$ cat src/rtl/vmem_arbiter_pkg.sv
// Shared types and default widths for the vector data-RAM arbiter.
// Owner encoding selects which requester drives the RAM port in an issue cycle.
package vmem_arbiter_pkg;

    localparam int VM_ADDR_W   = 14;
    localparam int VM_DATA_W   = 256;
    localparam int VM_BE_W     = VM_DATA_W / 8;
    localparam int VM_RD_LAT   = 2;
    localparam int VM_MAX_WAIT = 4;

    typedef enum logic [1:0] {
        IDLE = 2'd0,
        P_RD = 2'd1,
        H_RD = 2'd2
    } state_t;

    typedef enum logic {
        OWN_P = 1'b0,
        OWN_H = 1'b1
    } owner_t;

endpackage

$ cat src/rtl/arb_wait_counter.sv
// Saturating host-starvation counter: counts cycles the host waits, clears on grant.
// No latency on sat_o beyond the count register; no backpressure of its own.
module arb_wait_counter #(
    parameter int MAX_WAIT = 4
) (
    input  logic clk,
    input  logic reset,
    input  logic inc_i,
    input  logic clr_i,
    output logic sat_o
);

    localparam int CW = $clog2(MAX_WAIT + 1);

    logic [CW-1:0] cnt_q, cnt_d;

    assign sat_o = (cnt_q == CW'(MAX_WAIT));

    always_comb begin
        cnt_d = cnt_q;
        if (clr_i) begin
            cnt_d = '0;
        end else if (inc_i && !sat_o) begin
            cnt_d = cnt_q + 1'b1;
        end
    end

    always_ff @(posedge clk or negedge reset) begin
        if (!reset) begin
            cnt_q <= '0;
        end else begin
            cnt_q <= cnt_d;
        end
    end

endmodule

$ cat src/rtl/vmem_arbiter.sv
// Arbitrates the data block RAM between the processor and the host loader; writes issue
// and complete in one cycle, reads return RD_LAT cycles later while p_stall freezes the pipe.
module vmem_arbiter
    import vmem_arbiter_pkg::*;
#(
    parameter int ADDR_W   = VM_ADDR_W,
    parameter int DATA_W   = VM_DATA_W,
    parameter int BE_W     = VM_BE_W,
    parameter int RD_LAT   = VM_RD_LAT,
    parameter int MAX_WAIT = VM_MAX_WAIT
) (
    input  logic              clk,
    input  logic              reset,

    input  logic [ADDR_W-1:0] p_address,
    input  logic [BE_W-1:0]   p_byteena,
    input  logic [DATA_W-1:0] p_writedata,
    input  logic              p_rden,
    input  logic              p_wren,
    output logic [DATA_W-1:0] p_readdata,
    output logic              p_stall,

    input  logic              h_req,
    input  logic              h_we,
    input  logic [ADDR_W-1:0] h_address,
    input  logic [BE_W-1:0]   h_byteena,
    input  logic [DATA_W-1:0] h_writedata,
    output logic              h_gnt,
    output logic              h_rvalid,
    output logic [DATA_W-1:0] h_readdata,

    output logic [ADDR_W-1:0] ram_address,
    output logic [BE_W-1:0]   ram_byteena,
    output logic [DATA_W-1:0] ram_data,
    output logic              ram_rden,
    output logic              ram_wren,
    input  logic [DATA_W-1:0] ram_q
);

    localparam int LAT_W = (RD_LAT > 1) ? $clog2(RD_LAT) : 1;

    state_t            state_q, state_d;
    logic [LAT_W-1:0]  lat_q, lat_d;
    logic [DATA_W-1:0] p_rdata_q, h_rdata_q;

    logic   p_req;
    logic   idle;
    logic   wsat;
    logic   host_win;
    logic   proc_win;
    logic   issue;
    logic   issue_wr;
    logic   p_done;
    logic   h_done;
    owner_t own;

    assign p_req = p_rden | p_wren;

    // Combinational outputs are qualified with reset so everything reads 0 while it is held.
    assign idle     = reset && (state_q == IDLE);
    assign host_win = idle && h_req && (wsat || !p_req);
    assign proc_win = idle && !host_win && p_req;
    assign issue    = host_win || proc_win;
    assign own      = host_win ? OWN_H : OWN_P;
    assign issue_wr = (own == OWN_H) ? h_we : p_wren;

    assign p_done = reset && (state_q == P_RD) && (lat_q == '0);
    assign h_done = reset && (state_q == H_RD) && (lat_q == '0);

    arb_wait_counter #(
        .MAX_WAIT (MAX_WAIT)
    ) u_wait_counter (
        .clk   (clk),
        .reset (reset),
        .inc_i (h_req && !host_win),
        .clr_i (host_win),
        .sat_o (wsat)
    );

    always_comb begin
        ram_address = '0;
        ram_byteena = '0;
        ram_data    = '0;
        ram_rden    = 1'b0;
        ram_wren    = 1'b0;
        if (issue) begin
            if (own == OWN_H) begin
                ram_address = h_address;
                ram_byteena = h_byteena;
                ram_data    = h_writedata;
            end else begin
                ram_address = p_address;
                ram_byteena = p_byteena;
                ram_data    = p_writedata;
            end
            ram_wren = issue_wr;
            ram_rden = !issue_wr;
        end
    end

    // A processor write finishes in its issue cycle; a read finishes on the data-return cycle.
    assign p_stall    = reset && p_req && !((proc_win && p_wren) || p_done);
    assign h_gnt      = host_win;
    assign h_rvalid   = h_done;
    assign p_readdata = p_done ? ram_q : p_rdata_q;
    assign h_readdata = h_done ? ram_q : h_rdata_q;

    always_comb begin
        state_d = state_q;
        lat_d   = lat_q;
        unique case (state_q)
            IDLE: begin
                if (issue && !issue_wr) begin
                    lat_d   = LAT_W'(RD_LAT - 1);
                    state_d = (own == OWN_H) ? H_RD : P_RD;
                end
            end
            P_RD, H_RD: begin
                if (lat_q == '0) begin
                    state_d = IDLE;
                end else begin
                    lat_d = lat_q - 1'b1;
                end
            end
            default: begin
                state_d = IDLE;
                lat_d   = '0;
            end
        endcase
    end

    always_ff @(posedge clk or negedge reset) begin
        if (!reset) begin
            state_q   <= IDLE;
            lat_q     <= '0;
            p_rdata_q <= '0;
            h_rdata_q <= '0;
        end else begin
            state_q <= state_d;
            lat_q   <= lat_d;
            if (p_done) begin
                p_rdata_q <= ram_q;
            end
            if (h_done) begin
                h_rdata_q <= ram_q;
            end
        end
    end

endmodule

$ cat config.mk
export PLATFORM = sky130hd
export DESIGN_NAME = vmem_arbiter
export DESIGN_NICKNAME = d
export VERILOG_FILES = /design/src/rtl/vmem_arbiter_pkg.sv /design/src/rtl/arb_wait_counter.sv /design/src/rtl/vmem_arbiter.sv
export SDC_FILE = /design/constraint.sdc
export NUM_CORES = 1
export LEC_CHECK = 0
export ABC_AREA = 1
export CELL_PAD_IN_SITES_DETAIL_PLACEMENT = 0
export CELL_PAD_IN_SITES_GLOBAL_PLACEMENT = 1
export CORE_AREA = 2 2 666 668
export CTS_CLUSTER_DIAMETER = 200
export DETAILED_ROUTE_END_ITERATION = 10
export DIE_AREA = 0 0 668 670
export PLACE_DENSITY_LB_ADDON = 0.1
export SYNTH_ARGS = -nofsm -noshare
export SYNTH_HDL_FRONTEND = slang
export SYNTH_SLANG_ARGS = --single-unit
$ cat constraint.sdc
create_clock -name clk -period 3.4 [get_ports clk]
set_clock_uncertainty 0.05 [all_clocks]
set_input_delay 0.68 -clock clk [delete_from_list [all_inputs] [get_ports clk]]
set_output_delay 0.68 -clock clk [all_outputs]
set_load 0.01 [all_outputs]
# After elaboration in Yosys (flattened, before gate mapping)
# Cells that the tools add are included.
dict set report totals {
  register_bits 518
  inputBits 866
  output_inout_bits 819
  wordCells 62
}
dict set report op_classes {
  add_sub_neg 2
  eq_ne 5
  n_mux 21
  n_bitwise 2
  n_reduce_logical 27
}
# cell count
set op_table {}
lappend op_table {{$mux 256} 4}
lappend op_table {{$mux 32} 2}
lappend op_table {{$mux 14} 2}
lappend op_table {{$logic_and 1x1->1} 15}
lappend op_table {{$mux 1} 6}
lappend op_table {{$mux 2} 3}
lappend op_table {{$mux 3} 2}
lappend op_table {{$logic_not 1->1} 5}
lappend op_table {{$pmux 2 s2} 1}
lappend op_table {{$add 3x1->3 const B} 1}
lappend op_table {{$eq 3x3->1 const B} 1}
lappend op_table {{$logic_or 1x1->1} 3}
lappend op_table {{$eq 2x1->1 const B} 1}
lappend op_table {{$eq 2x2->1 const B} 1}
lappend op_table {{$logic_not 2->1} 1}
lappend op_table {{$ne 2x1->1 const B} 1}
lappend op_table {{$ne 2x2->1 const B} 1}
lappend op_table {{$pmux 1 s2} 1}
lappend op_table {{$reduce_and 2->1} 1}
lappend op_table {{$reduce_bool 2->1} 1}
lappend op_table {{$reduce_or 2->1} 1}
lappend op_table {{$not 1->1} 1}
lappend op_table {{$or 1x1->1} 1}
lappend op_table {{$sub 1x1->1 const B} 1}

# Longest topological paths before layout
# Gate-level depths: netlist of run 1.
dict set report logic_depth {
  ltp_word 11
  depth_mapped 12
  mapped_depth_nobuf 11
}

# By module
# A second synthesis of run 1 with hierarchy kept.
dict set report unflattened {
  hier_cells 2981
  area_unflattened_um2 23615.1
}
# mod instances cells_per_inst area_each_um2 seq_area_each_um2
set modules_own_cells {}
lappend modules_own_cells {vmem_arbiter 1 2956 23430.0 12887.4}
lappend modules_own_cells {arb_wait_counter 1 25 185.2 75.1}

# Worst setup path before layout of run 1
# OpenSTA, ideal clock, no wires.
dict set report synth_timing {
  path_type {reg2out}
  startpoint {register state_q[0]}
  endpoint {output port ram_data[100]}
  arrival_ns 1.661
  required_ns 2.670
  slack_ns 1.009
  path_stages_with_launch 12
  n_path_buf 3
  cell_sequence {dfrtp_1 inv_1 ha_1 nand2_1 nor2_2 nand2_2 buf_6 clkinv_2 buf_6 buf_6 nor2_1 nor2_1}
}
dict set report synth_via {
  elab_chain_len 9
  elab_cells_between_ends 11
  cone_classes {mux: 3; reduce/logical: 8}
}
# element line
set synth_lines {}
lappend synth_lines {{from (decl)} vmem_arbiter.sv:42} ;# state_t state_q, state_d;
lappend synth_lines {{from (signal assigned)} vmem_arbiter.sv:139} ;# state_q <= state_d;
lappend synth_lines {{$logic_not 2->1 *} vmem_arbiter.sv:60} ;# assign idle = reset && (state_q == IDLE);
lappend synth_lines {{$logic_and 1x1->1 *} vmem_arbiter.sv:60}
lappend synth_lines {{$logic_and 1x1->1 (2 in a row)} vmem_arbiter.sv:61} ;# assign host_win = idle && h_req && (wsat || !p_req);
lappend synth_lines {{$logic_not 1->1} vmem_arbiter.sv:62} ;# assign proc_win = idle && !host_win && p_req;
lappend synth_lines {{$logic_and 1x1->1 (2 in a row)} vmem_arbiter.sv:62}
lappend synth_lines {{$logic_or 1x1->1} vmem_arbiter.sv:63} ;# assign issue = host_win || proc_win;
lappend synth_lines {{$mux 256 *} vmem_arbiter.sv:86} ;# if (issue) begin
lappend synth_lines {{to (decl)} vmem_arbiter.sv:34} ;# output logic [DATA_W-1:0] ram_data,
# Mark *: on every way between the ends. The rest lies on a longest branch, timed or not.

# Worst setup path after layout of run 1
dict set report layout_timing {
  startpoint {input port h_req}
  endpoint {output port ram_data[76]}
}
dict set report layout_via {
  elab_chain_len 7
  elab_cells_between_ends 9
  cone_classes {mux: 3; reduce/logical: 6}
}
# element line
set layout_lines {}
lappend layout_lines {{from (decl)} vmem_arbiter.sv:23} ;# input logic h_req,
lappend layout_lines {{$logic_and 1x1->1 * (2 in a row)} vmem_arbiter.sv:61}
lappend layout_lines {{$logic_not 1->1} vmem_arbiter.sv:62}
lappend layout_lines {{$logic_and 1x1->1 (2 in a row)} vmem_arbiter.sv:62}
lappend layout_lines {{$logic_or 1x1->1} vmem_arbiter.sv:63}
lappend layout_lines {{$mux 256 *} vmem_arbiter.sv:86}
# Marks and branches as above.

==> impl_metrics.env, run 1 <==
export IMPL_outcome="finished, violations left"
export IMPL_violations="setup timing"
export IMPL_ant_nets=0
export IMPL_vias_per_cell=2.738
export IMPL_dpl_hpwl_mm=289.1
export IMPL_switching_power_mw=19.86
export IMPL_tritoncts="yes"
export IMPL_die_h_um=670
export IMPL_grt_pass1_wl_mm=411.1
export IMPL_yosysSeqAreaShare=0.5500
export IMPL_totalPowerFinal_mw=47.38
export IMPL_pre_cts_worst_setup_slack_ns=-1.430
export IMPL_layout_min_cycle_time_ns=3.815
export IMPL_die_width_um=668
export IMPL_clkTransAtPathRegs_ns=0.06
export IMPL_r2r_end="state_q[1]"
export IMPL_clockRootBuffer="clkbuf_16"
export IMPL_maximum_number_of_pins_on_one_net_before_global_route_repair=115
export IMPL_last_weighted_congestion_value_of_the_routability_driven_placer=0.9374
export IMPL_vdd_ir_drop_max_mv=0.3005
export IMPL_syn_avg_cell_area_um2=7.930
export IMPL_warning_count_from_the_yosys_run=0
export IMPL_mappedNetlistArea_mm2=0.02357
export IMPL_reg2reg_setup_slack_ns=1.16
export IMPL_internal_portion_of_total_power_mw=27.52
export IMPL_numCtsBuffers=85
export IMPL_placementRows=244
export IMPL_p_sw_frac=0.4191
export IMPL_post_route_period_util=1.122
export IMPL_critical_path_startpoint_type="input pin"
export IMPL_worstHoldPathType="input pin to asynchronous set/reset pin"
export IMPL_initial_core_utilization=0.05354
export IMPL_ys_ff_latch=518
export IMPL_rsz0062_at_grt="true"
export IMPL_die_area_mm2=0.4476
export IMPL_finalHoldWorstSlack_ns=0.1974
export IMPL_nNetsFinal=5994
export IMPL_grt_overflow_total=0
export IMPL_leakagePower_nw=25.17
export IMPL_ratio_of_cells_with_drive_above_1_in_the_final_layout=0.2796
export IMPL_totalWireLength_mm=338.1
export IMPL_netlist_instances=2972
export IMPL_report_final_hold_viol_count=0
export IMPL_critPathMaxStageDelay_ns=0.69
export IMPL_worst_slew_pin_slew_ns=0.9974
export IMPL_detail_route_wl_per_cell_um=30.38
export IMPL_tritoncts_num_sinks=518
export IMPL_coreArea_mm2=0.4402
export IMPL_postLayoutCellArea_mm2=0.05961
export IMPL_p_comb_frac=0.614
export IMPL_mostFrequentLayoutCells="1093 x clkdlybuf4s50_1, 615 x o21ai_0, 526 x nand2_1"
export IMPL_port_buffer_count=1684
export IMPL_critical_path_arrival_ns=3.09
export IMPL_critical_path_cell_chain="clkdlybuf4s50_1, nand2_4, nor2_4, nand2_8, buf_16, clkinv_16, buf_16, buf_8, buf_12, nor2_1, nor2_4, buf_12"
export IMPL_final_setup_viol_count=645
export IMPL_layoutNonFillerInstCount=11131
export IMPL_pre_antenna_drt_iters=5
export IMPL_track_usage=0.1458
export IMPL_cpLargestDelayFamily="buffers and inverters"
export IMPL_final_core_util=0.1354
export IMPL_ctsHtreeMaxLevel=3
export IMPL_clock_tree_buf_depth=4
export IMPL_first_global_vias=31359
export IMPL_worst_slew_margin_rel=0.3351
export IMPL_crit_buf_inv=7
export IMPL_synth_nets=3844
export IMPL_setup_worst_path_end_class="output port"
export IMPL_share_clk_of_total_power=0.186
export IMPL_powerDensity_mw_per_mm2=794.8
export IMPL_fin_tns_setup_ns=-148.18
export IMPL_dpl_instance_area_mm2=0.05354
export IMPL_synthToLayoutAreaGrowth_pct=152.9
export IMPL_critical_path_slowest_cell="clkdlybuf4s50_1"
export IMPL_drt_iter0_drc=1463
export IMPL_critPathRequiredTime_ns=2.67
export IMPL_route_vias_total=30476
export IMPL_synth_cell_types=19
export IMPL_insertion_delay_ns=0.71
export IMPL_r2r_cells=14
export IMPL_maxSlewViolCount=0
export IMPL_fin_ws_ns=-0.4155
export IMPL_drc=0
export IMPL_regToRegStartpoint="state_q[0]"
export IMPL_place_inst=10825
export IMPL_criticalPathCategory="input pin to output port"
export IMPL_maxCapViolations=0
export IMPL_grt_antenna_before_repair=293
export IMPL_most_common_library_cell_in_the_layout_ignoring_fill_and_taps="clkdlybuf4s50_1"
export IMPL_timing_fmax_ghz=0.2621
export IMPL_sequentialPowerShare=0.201
export IMPL_i_o_pins=1685
export IMPL_critical_path_peak_fanout=8
==> what timing repair did <==
item                                   4_1_cts  5_1_grt
hold buffers                                 2        0
buffers inserted                            62       50
pin swaps                                   77       58
gates resized for setup                    797      586
endpoints found under the hold margin       22        0
cloned                                      25        7
setup endpoints to repair                  793      810
==> flip-flops by register name (all words and copies together), names as in the netlist <==
| register | cells |
|---|---|
| lat_q | 1 |
| p_rdata_q | 256 |
| h_rdata_q | 256 |
| state_q | 2 |
| u_wait_counter.cnt_q | 3 |
==> kinds of logic (layout without fill, tap and decap cells) <==
| group | Yosys count | count (layout) | share of synthesized area |
|---|---|---|---|
| AOI/OAI and AO/OA | 821 | 821 | 0.1748 |
| adders and majority gates | 6 | 6 | 0.003185 |
| DFF | 518 | 518 | 0.5500 |
| and+or+nand+nor | 1147 | 1148 | 0.1835 |
| other | 0 | 49 | 0 |
| buffers and inverters | 480 | 2685 | 0.08860 |
==> how the worst max path moves through the flow <==
stage          cells after the start  slack [ns]            end               startpoint
2_1_floorplan                     11        1.01  ram_data[100]               state_q[0]
3_3_place_gp                      11       -1.44   ram_data[62]                    h_req
3_5_place_dp                      11       -1.43   ram_data[62]                    h_req
4_1_cts                           13       -0.54   ram_data[77]  u_wait_counter.cnt_q[1]
5_1_grt                           13       -0.59   ram_data[42]               state_q[0]
6_report                          12       -0.42   ram_data[76]                    h_req
==> cell type report <==
class	instances	area (um2)
clock buffer	131	2532
timing repair buffer	2273	25310
sequential	518	12960
fill	50427	380600
timing repair inverter	1	30.03
antenna	49	122.6
inverter	268	1032
clock inverter	12	148.9
tap	5904	7387
multi-input combinational	1975	10090
==> synthesized netlist by cell type (all sizes together) <==
library cell,number,area [um2]
inv,267,1002
dfrtp,518,12960
a31o,1,8.760
o21ai,818,4094
clkinv,1,5.000
a41oi,1,8.760
nor2,607,2281
a21boi,1,7.510
nand2,531,1998
nand3,9,45.04
clkbuf,88,330.3
buf,124,750.7
ha,6,75.07
==> worst min-delay path: stages <==
cell and delay [ns]:
buf_8 0.15, buf_4 0.18, buf_4 0.49
==> power groups by stage <==
stage	sequential [mW]	combinational (mW)	clock, mW
after CTS	9.52	30.1	9.41
after detailed placement	9.60	28.6	0
final	9.50	29.1	8.80
after global placement	9.56	28.8	0
after global routing	9.78	31.2	9.58
after floorplan	9.45	7.05	0
==> per-layer routing <==
layer / track usage / vias to the layer above / share of wire
met4: 0.02661 / 116 / 0.028
li1: - / 13836 / -
met1: 0.1538 / 14394 / 0.37
met5: 0 / - / 0.0023
met3: 0.05791 / 588 / 0.090
met2: 0.2719 / 1542 / 0.51
Note: power is estimated with default switching activity, not from simulation.
==> run 2, diff against run 1 <==
REMOVE_ABC_BUFFERS = 1   (was unset)
==> run 2 against run 1 <==
The flow still finishes with violations (setup timing). Die area is the same. Register-to-register slack got worse by 0.11 ns. Worst setup slack better by 0.14 ns. Non-clock buffer count grew 128. Routed wire length is 16% lower. Final area up 0.24%. First-iteration DRC count is 27% lower. Critical endpoint is now h_readdata[96].
==> impl_metrics.env, run 2 (synthesized netlist as in run 1, its figures left out) <==
export IMPL_track_usage=0.1178
export IMPL_layout_min_cycle_time_ns=3.678
export IMPL_violations="setup timing"
export IMPL_pre_cts_worst_setup_slack_ns=-1.127
export IMPL_cpMostUsedCell="buf_12"
export IMPL_vias_per_cell=2.681
export IMPL_crit_path_start="state_q[0]"
export IMPL_clockRootBuffer="clkbuf_16"
export IMPL_route_vias_total=30179
export IMPL_crit_buf_inv=6
export IMPL_critPathMaxStageDelay_ns=0.62
export IMPL_synthToLayoutAreaGrowth_pct=153.5
export IMPL_dpl_hpwl_mm=229.5
export IMPL_worst_hold_path_num_cells=2
export IMPL_last_weighted_congestion_value_of_the_routability_driven_placer=0.8116
export IMPL_tritoncts_num_sinks=518
export IMPL_rsz0062_at_grt="true"
export IMPL_worstHoldPathType="flop to flop"
export IMPL_ant_nets=0
export IMPL_critical_path_arrival_ns=2.95
export IMPL_critical_path_peak_fanout=21
export IMPL_ratio_of_cells_with_drive_above_1_in_the_final_layout=0.3199
export IMPL_maxSlewViolCount=0
export IMPL_grt_overflow_total=0
export IMPL_coreArea_mm2=0.4402
export IMPL_vdd_ir_drop_max_mv=0.3563
export IMPL_multi_input_area_mm2=0.01081
export IMPL_fin_ws_ns=-0.2776
export IMPL_fillers=50431
export IMPL_critPathCapture="h_readdata[96]"
export IMPL_drc=0
export IMPL_largest_registers="h_rdata_q x256, p_rdata_q x256, u_wait_counter.cnt_q x3"
export IMPL_powerDensity_mw_per_mm2=765.6
export IMPL_detail_route_wl_per_cell_um=25.29
export IMPL_port_buffer_count=1684
export IMPL_final_setup_viol_count=448
export IMPL_cpLargestDelayFamily="buffers and inverters"
export IMPL_critical_path_depth=9
export IMPL_tritoncts="yes"
export IMPL_r2r_end="state_q[0]"
export IMPL_maximum_number_of_pins_on_one_net_before_global_route_repair=125
export IMPL_regToRegStartpoint="state_q[0]"
export IMPL_post_route_period_util=1.082
export IMPL_timing_fmax_ghz=0.2719
export IMPL_first_global_vias=31027
export IMPL_drt_iter0_drc=1075
export IMPL_leakagePower_nw=27.36
export IMPL_i_o_pins=1685
export IMPL_worst_slew_margin_rel=0.2648
export IMPL_register_area_mm2=0.01296
export IMPL_initial_core_utilization=0.05354
export IMPL_maxCapViolations=0
export IMPL_critical_path_slowest_cell="clkdlybuf4s50_1"
export IMPL_clock_tree_buf_depth=3
export IMPL_critical_path_cell_chain="inv_2, buf_6, ha_4, nand3_4, buf_12, buf_12, clkbuf_16, o21ai_0, clkdlybuf4s50_1"
export IMPL_worst_slew_pin_slew_ns=1.103
export IMPL_final_core_util=0.1357
export IMPL_totalWireLength_mm=284.6
export IMPL_most_common_library_cell_in_the_layout_ignoring_fill_and_taps="clkdlybuf4s50_1"
export IMPL_die_area_mm2=0.4476
export IMPL_setup_worst_path_end_class="output port"
export IMPL_critPathRequiredTime_ns=2.67
export IMPL_pre_antenna_drt_iters=4
export IMPL_criticalPathCategory="flop to output port"
export IMPL_outcome="finished, violations left"
export IMPL_report_final_hold_viol_count=0
export IMPL_r2r_cells=15
export IMPL_numCtsBuffers=79
export IMPL_die_width_um=668
export IMPL_clkTransAtPathRegs_ns=0.06
export IMPL_insertion_delay_ns=0.69
export IMPL_ctsHtreeMaxLevel=3
export IMPL_nNetsFinal=6116
export IMPL_die_h_um=670
export IMPL_mostFrequentLayoutCells="923 x clkdlybuf4s50_1, 638 x buf_4, 537 x nor2_1"
export IMPL_critical_path_startpoint_type="flop"
export IMPL_grt_pass1_wl_mm=344.5
export IMPL_grt_antenna_before_repair=180
export IMPL_reg2reg_setup_slack_ns=1.05
export IMPL_placementRows=244
-- run 2: changes by cell type in the layout (fill, tap and decap cells not counted), moves of 50 or more --
cell | before | now
o21ai_0 | 615 | 410
nor2_1 | 444 | 537
o21ai_1 | 117 | 173
o21ai_2 | 45 | 120
buf_4 | 467 | 638
dlymetal6s2s_1 | 11 | 122
buf_12 | 335 | 148
nor2_4 | 80 | 30
o21ai_4 | 41 | 115
clkdlybuf4s50_1 | 1093 | 923
-- run 2: per-layer routing --
layer | up-vias | routed length, um | track usage
li1 | 14097 | - | -
met1 | 14372 | 83590 | 0.09405
met2 | 1215 | 164900 | 0.2474
met3 | 399 | 29320 | 0.05954
met4 | 96 | 6183 | 0.02166
met5 | - | 631 | 0
-- run 2: area by class of cell --
type,instances,area share
multi-input cells,1976,0.1809
inverters,268,0.01704
well taps,5904,0.1236
repair buffers,2401,0.4161
diodes,55,0.002303
clock inverters,22,0.004984
clock buffers,111,0.03817
flip-flops and latches,518,0.2169
-- run 2: worst reg2reg max path, delay by kind of cell (launching register included) --
kind | cells | cell delay (ns)
DFF | 1 | 0.39
and+or+nand+nor | 9 | 0.91
adders and majority gates | 1 | 0.17
buffers and inverters | 5 | 0.70
-- run 2: how the worst min path moves through the flow --
stage / slack (ns) / from / end
2_1_floorplan: 0.33 / reset / h_rdata_q[0]
3_3_place_gp: 0.43 / p_rdata_q[125] / p_rdata_q[125]
3_5_place_dp: 0.43 / h_rdata_q[150] / h_rdata_q[150]
4_1_cts: 0.41 / reset / h_rdata_q[80]
5_1_grt: 0.43 / reset / h_rdata_q[21]
6_report: 0.42 / p_rdata_q[64] / p_rdata_q[64]
-- run 2: through the flow --
step / total power [mW] / instance area (um2) / hold WS (ns) / TNS [ns] / cells
finish: 45.75 / 59750 / 0.4241 / -53.23 / 11255
global route: 48.95 / 59630 / 0.4344 / -166.88 / 11205
floorplan: 16.54 / 22490 / 0.3344 / -9829.17 / 2760
CTS: 45.15 / 55740 / 0.4085 / -277.78 / 11020
global placement: 35.67 / 51540 / 0.4313 / -254.40 / 10827
detailed placement: 35.50 / 51540 / 0.4315 / -254.46 / 10827
-- run 2: what timing repair did --
action,4_1_cts,5_1_grt
hold endpoints to repair,5,0
cloned,24,41
pin swaps,32,69
gates resized for setup,1047,1594
buffers inserted,40,165
hold buffers,2,0
endpoints found under the setup margin,795,805
-- run 2: where the power goes --
| part | leakage, nW | total, mW | switching (mW) | internal, mW |
|---|---|---|---|---|
| clock | 1.27 | 8.51 | 3.47 | 5.04 |
| combinational | 19.4 | 27.7 | 14.5 | 13.2 |
| sequential | 6.70 | 9.51 | 0.679 | 8.83 |
